`src/rtl/firebird7_in_gate2_tessent_tdr_ctrl.sv`:
```
// IJTAG test data register downstream of the gate2 SIB: captures sticky instrument
// status, shifts a DATA_WIDTH-bit chain, and hands updated control words to the instrument.
module firebird7_in_gate2_tessent_tdr_ctrl #(
    parameter int                    DATA_WIDTH   = 16,
    parameter int                    STATUS_WIDTH = 8,
    parameter logic [DATA_WIDTH-1:0] RESET_VALUE  = '0
) (
    input  logic                    ijtag_tck,
    input  logic                    ijtag_reset,
    input  logic                    ijtag_sel,
    input  logic                    ijtag_si,
    input  logic                    ijtag_ce,
    input  logic                    ijtag_se,
    input  logic                    ijtag_ue,
    output logic                    ijtag_so,
    input  logic [STATUS_WIDTH-1:0] status_in,
    output logic [DATA_WIDTH-1:0]   ctrl_data,
    output logic                    ctrl_valid,
    input  logic                    ctrl_ack
);

    logic [DATA_WIDTH-1:0]   shift_reg;
    logic [DATA_WIDTH-1:0]   upd_reg;
    logic [STATUS_WIDTH-1:0] sticky;
    logic                    valid;
    logic                    overrun;
    logic [DATA_WIDTH-1:0]   capture_word;
    logic                    do_capture;
    logic                    do_shift;
    logic                    do_update;

    // Enables are mutually exclusive after priority resolution: capture > shift > update.
    always_comb begin
        do_capture = ijtag_sel & ijtag_ce;
        do_shift   = ijtag_sel & ijtag_se & ~ijtag_ce;
        do_update  = ijtag_sel & ijtag_ue & ~ijtag_ce & ~ijtag_se;
    end

    generate
        if (DATA_WIDTH > STATUS_WIDTH + 2) begin : g_wide
            assign capture_word = {upd_reg[DATA_WIDTH-1:STATUS_WIDTH+2], overrun, valid, sticky};
        end else begin : g_narrow
            assign capture_word = {overrun, valid, sticky};
        end
    endgenerate

    always_ff @(posedge ijtag_tck) begin
        if (ijtag_reset) begin
            shift_reg <= '0;
            upd_reg   <= RESET_VALUE;
            sticky    <= '0;
            valid     <= 1'b0;
            overrun   <= 1'b0;
        end else begin
            if (do_capture) begin
                shift_reg <= capture_word;
            end else if (do_shift) begin
                shift_reg <= {ijtag_si, shift_reg[DATA_WIDTH-1:1]};
            end

            if (do_update) begin
                upd_reg <= shift_reg;
            end

            // Reload rather than clear on capture so an event arriving that cycle survives.
            sticky <= do_capture ? status_in : (sticky | status_in);

            // An update coinciding with ack refills the slot, so it is not an overrun.
            if (do_update) begin
                valid <= 1'b1;
            end else if (ctrl_ack) begin
                valid <= 1'b0;
            end

            if (do_capture) begin
                overrun <= 1'b0;
            end else if (do_update && valid && !ctrl_ack) begin
                overrun <= 1'b1;
            end
        end
    end

    assign ijtag_so   = shift_reg[0];
    assign ctrl_data  = upd_reg;
    assign ctrl_valid = valid;

endmodule

```
`config.mk`:
```
export PLATFORM = sky130hd
export DESIGN_NAME = firebird7_in_gate2_tessent_tdr_ctrl
export DESIGN_NICKNAME = d
export VERILOG_FILES = /design/src/rtl/firebird7_in_gate2_tessent_tdr_ctrl.sv
export SDC_FILE = /design/constraint.sdc
export NUM_CORES = 1
export LEC_CHECK = 0
export ABC_AREA = 1
export BUFFER_PORTS_ARGS = -buffer_cell sky130_fd_sc_hd__clkbuf_2
export CAP_MARGIN = 25
export CORE_AREA = 3 3 66 68
export CTS_BUF_LIST = sky130_fd_sc_hd__clkbuf_4 sky130_fd_sc_hd__clkbuf_8 sky130_fd_sc_hd__clkbuf_16
export CTS_CLUSTER_SIZE = 25
export DETAILED_ROUTE_END_ITERATION = 12
export DIE_AREA = 0 0 69 71
export PLACE_DENSITY = 0.83
export SLEW_MARGIN = 20
export SYNTH_ARGS = -nofsm -noshare
export SYNTH_HDL_FRONTEND = slang
export SYNTH_SLANG_ARGS = --single-unit
export TNS_END_PERCENT = 20
```
`constraint.sdc`:
```
create_clock -name ijtag_tck -period 1.74 [get_ports ijtag_tck]
set_clock_uncertainty 0.1 [all_clocks]
set_input_delay 0 -clock ijtag_tck [delete_from_list [all_inputs] [get_ports ijtag_tck]]
set_output_delay 0 -clock ijtag_tck [all_outputs]
set_load 0.05 [all_outputs]
```
== Word-level counts from Yosys, hierarchy flattened ==
Index checks and enable logic that the tools add are counted.
Word-level totals
  output and inout bits: 18
  logic and storage cells: 25
  register bits: 42
Operators by class
  bitwise gates (word level): 9
  muxes and demuxes: 5
  reductions and logical operators: 6
Operator list (number)
  $mux W16: 2
  $mux W8: 1
  $or A8 B8 Y8: 1
  $and A1 B1 Y1: 6
  $reduce_bool A2 Y1: 2
  $logic_and A1 B1 Y1: 2
  $mux W1: 2
  $not A1 Y1: 2
  $reduce_or A2 Y1: 1
  $logic_not A1 Y1: 1

== Longest topological paths before layout ==
  word-level depth: 5
  depth in mapped cells: 8
  depth with buffers taken out: 6

== Worst setup path after synthesis ==
OpenSTA, ideal clock, no wires.
  path kind: register -> register
  from: register valid (netlist: ctrl_valid)
  to: register overrun
  clock period less this slack: 1182 ps
  path slack: 558 ps
  arrival time: 1012 ps
  stages on the path, launching flop included: 5
  data required time: 1570 ps
  cells stage by stage: dfxtp_1 inv_1 nor2_1 nand3_1 a21oi_1
Between the ends
  cells in the longest elaborated chain, start to end: 2
RTL lines
  start: declaration: line 25  | logic valid;
  start signal: assignment: line 52  | valid <= 1'b0;
  start signal: assignment: line 70  | valid <= 1'b1;
  start signal: assignment: line 72  | valid <= 1'b0;
  $logic_and A1 B1 Y1 (2 in series): line 77  | end else if (do_update && valid && !ctrl_ack) begin
  end signal: assignment: line 53  | overrun <= 1'b0;
  end signal: assignment: line 76  | overrun <= 1'b0;
  end signal: assignment: line 78  | overrun <= 1'b1;
  end: declaration: line 26  | logic overrun;
No other way between the ends.
A chain may end at the register's enable or synchronous reset.

== Final worst setup path ==
  from: register upd_reg[11] (netlist: ctrl_data[11])
  to: output ctrl_data[11]
RTL lines
  start: declaration: line 23  | logic [DATA_WIDTH-1:0] upd_reg;
  start signal: assignment: line 62  | upd_reg <= shift_reg;
  end: declaration: line 17  | output logic [DATA_WIDTH-1:0] ctrl_data,
No word-level cell between the ends.

==> key figures <==
Synthesis
  • Distinct cell type count after synthesis: 17
  • Post-Syn Area: 0.00191 mm^2
  • Post-Synth XOR/XNOR Area: 0
  • Synth Register Bits: 42
  • Yosys top cell area share: 0.440
  • Synth Area in Compound Gates: 0.0726
  • Multiplexer share of the synthesized area: 0
  • Largest family of logic cells by synthesized area: simple AND/OR/NAND/NOR gates
  • Post-synth net total: 311
  • Area leader, netlist: dfxtp_1
  • Mapped Avg Cell Area: 6.49 um^2
  • Area contributors post-synth: dfxtp_1, nand2_1, inv_1, a21oi_1, nand3_1
  • Yosys warns: 0
  • Area share of fa/ha/maj cells after synthesis: 0
  • Simple-Gate Fraction of Synth Area: 0.337
  • Seq/Total Area, Yosys: 0.440
  • Synth Instances: 295

Timing
  • Worst Tran Pin Value: 0.630 ns
  • Final setup vio count: 0
  • Fin. Hold Viols: 0
  • RSZ-0062 raised after global routing: no
  • Rel. slew slack: 0.580
  • Fin crit period: 1.07 ns
  • Slew Viols, Final: 0
  • Final setup margin: 0.669 ns
  • Tcrit/Tclk final: 0.616
  • Final setup TNS: 0 ns
  • Max Clock Freq: 934 MHz

Clocking
  • CTS clk-pin slew, worst paths: 0.08 ns
  • Clk_lat worst skew: 0.29 ns
  • CTS Sinks: 42
  • H-tree levels: 2
  • Setup Buffers After CTS: 0
  • Root Driver: clkbuf_8
  • # resized after CTS: 0
  • CTS buffer count: 5
  • CTS tree: done
  • Max Buffers Root-to-Sink: 2
  • Hold_buf cts: 10

Power
  • Worst VDD drop: 0.000451 V
  • Leakage: 1.23 nW
  • Cell area power density: 898 mW/mm^2

Setup path
  • Critical R2R Launch: ctrl_valid
  • Critical path's slowest cell: dfxtp_1
  • Reg2reg end: overrun
  • Critical path type: reg2out
  • Critical Path Start Type: flop
  • CP Cell Sequence: clkbuf_2
  • Worst path max stage delay: 0.38 ns
  • R2R depth: 4
  • Cell family with most CP delay: flip-flops
  • Reg-to-reg slack, setup: 0.78 ns
  • Buf/Inv on CP: 1
  • Crit end category: primary output
  • Crit Path Max Fanout: 3
  • Required time of the critical path: 1.64 ns
  • Crit path DAT: 0.97 ns

Placed design
  • Placed cells: 366
  • I/O Buffers: 33
  • Post-DP HPWL: 2.56 mm
  • Placer Congestion: 0.782
  • Place WS: 0.470 ns

Layout
  • Antenna Cells: 0
  • Non-filler instance count after layout: 384
  • Commonest cells after routing, fill and taps aside: nand2_1, inv_1, dfxtp_1
  • Most common cell after layout, fill and taps aside: nand2_1
  • Register area: 841 um^2
  • Fillers: 401
  • Multi-input logic area: 785 um^2
  • Nets@finish: 349
  • Area Growth Syn to Fin: 18.4%
  • Layout cells sized above 1: 0.147

Drt
  • Top layer in use: met4
  • Post-DRT Antenna Nets: 0
  • Met2 WL post-DR: 1.85 mm
  • Met1 Wirelength: 1.77 mm
  • DRT Pass-1 Iters: 4
  • Avg WL per Cell: 9.91 um
  • Routed Wire Length: 3.81 mm
  • Met3 wire len: 164 um
  • 1st-iter DRT viols: 164
  • Drt via density: 4.46
  • Drt drc: 0
  • Via Count: 1711

Worst hold path
  • Hold Path End: ctrl_data[1]
  • Worst hold stages: 2
  • Hold path startpoint: ijtag_reset
  • Worst hold path class: in2reg

Die
  • Core area: 0.00391 mm^2
  • Num ports: 34
  • Initial Utilization: 0.489
  • Die area: 0.00490 mm^2
  • Site row count: 23
  • Die Y: 71 um
  • Chip Width: 69 um

Job
  • Max-Cap Viols: 0

Global route
  • Largest net degree at the start of global routing: 26
  • Vias in the first global route: 1524
  • Grt total ovfl: 0
  • Global Route Usage Sum: 0.164
  • First-pass GRT wire length: 6.52 mm
  • Antenna violations before repair: 0

Run status
  • Status: completed
## synth_stat cells
library cell,n
a21oi_1,18
buf_2,5
buf_4,2
buf_6,4
clkbuf_1,2
dfxtp_1,42
inv_1,50
inv_2,2
nand2_1,122
nand2_2,1
nand2_4,1
nand3_1,17
nor2_1,18
nor2_2,1
nor2_4,1
o21ai_0,8
o21ai_2,1
## how the worst max path moves through the flow
stage,from,to,slack [ns],depth (start not counted)
2_1_floorplan,ctrl_valid,overrun,0.56,4
3_3_place_gp,ijtag_ce,sticky[2],0.52,5
3_5_place_dp,ijtag_reset,sticky[5],0.47,4
4_1_cts,ctrl_data[11],ctrl_data[11],0.66,1
5_1_grt,ctrl_data[11],ctrl_data[11],0.62,1
6_report,ctrl_data[11],ctrl_data[11],0.67,1
## where the power goes
group	total [mW]	internal, mW	switching, mW
Sequential	1.04	1.01	0.0247
Clock	0.721	0.400	0.320
Combinational	0.279	0.0983	0.181
Total	2.04	1.51	0.526
## cell families (layout without fill, tap and decap cells)
logic type	count (synthesis)	in the layout
and+or+nand+nor	161	161
AOI/OAI and AO/OA	27	27
buffers and inverters	65	104
DFF	42	42
## metrics by stage
step	power (mW)	hold slack (ns)	utilization	instance area, um^2
6_report	2.04	0.0113	0.579	2270
2_1_floorplan	1.27	0.0127	-	1910
3_3_place_gp	1.31	0.0976	0.525	2060
3_5_place_dp	1.32	0.104	0.525	2060
5_1_grt	2.15	0.0333	0.579	2270
4_1_cts	2.05	0.00588	0.579	2270
## worst register-to-register path, stage by stage (launching register included)
cell,delay [ns]
dfxtp_1,0.33
inv_1,0.06
nor2_1,0.13
nand3_1,0.13
a21oi_1,0.15
## area by class of cell
type	count	area share
inverter	52	0.0861
clock buffer	8	0.0486
sequential	42	0.371
multi-input combinational	188	0.346
tap	50	0.0276
timing repair buffer	44	0.120
## per-layer routing
| metal | track usage | vias to the layer above |
|---|---|---|
| li1 | - | 946 |
| met2 | 0.278 | 36 |
| met4 | 0.0651 | 0 |
| met5 | 0 | - |
| met1 | 0.190 | 727 |
| met3 | 0.0582 | 2 |
Power figures use the tool's default switching activity.
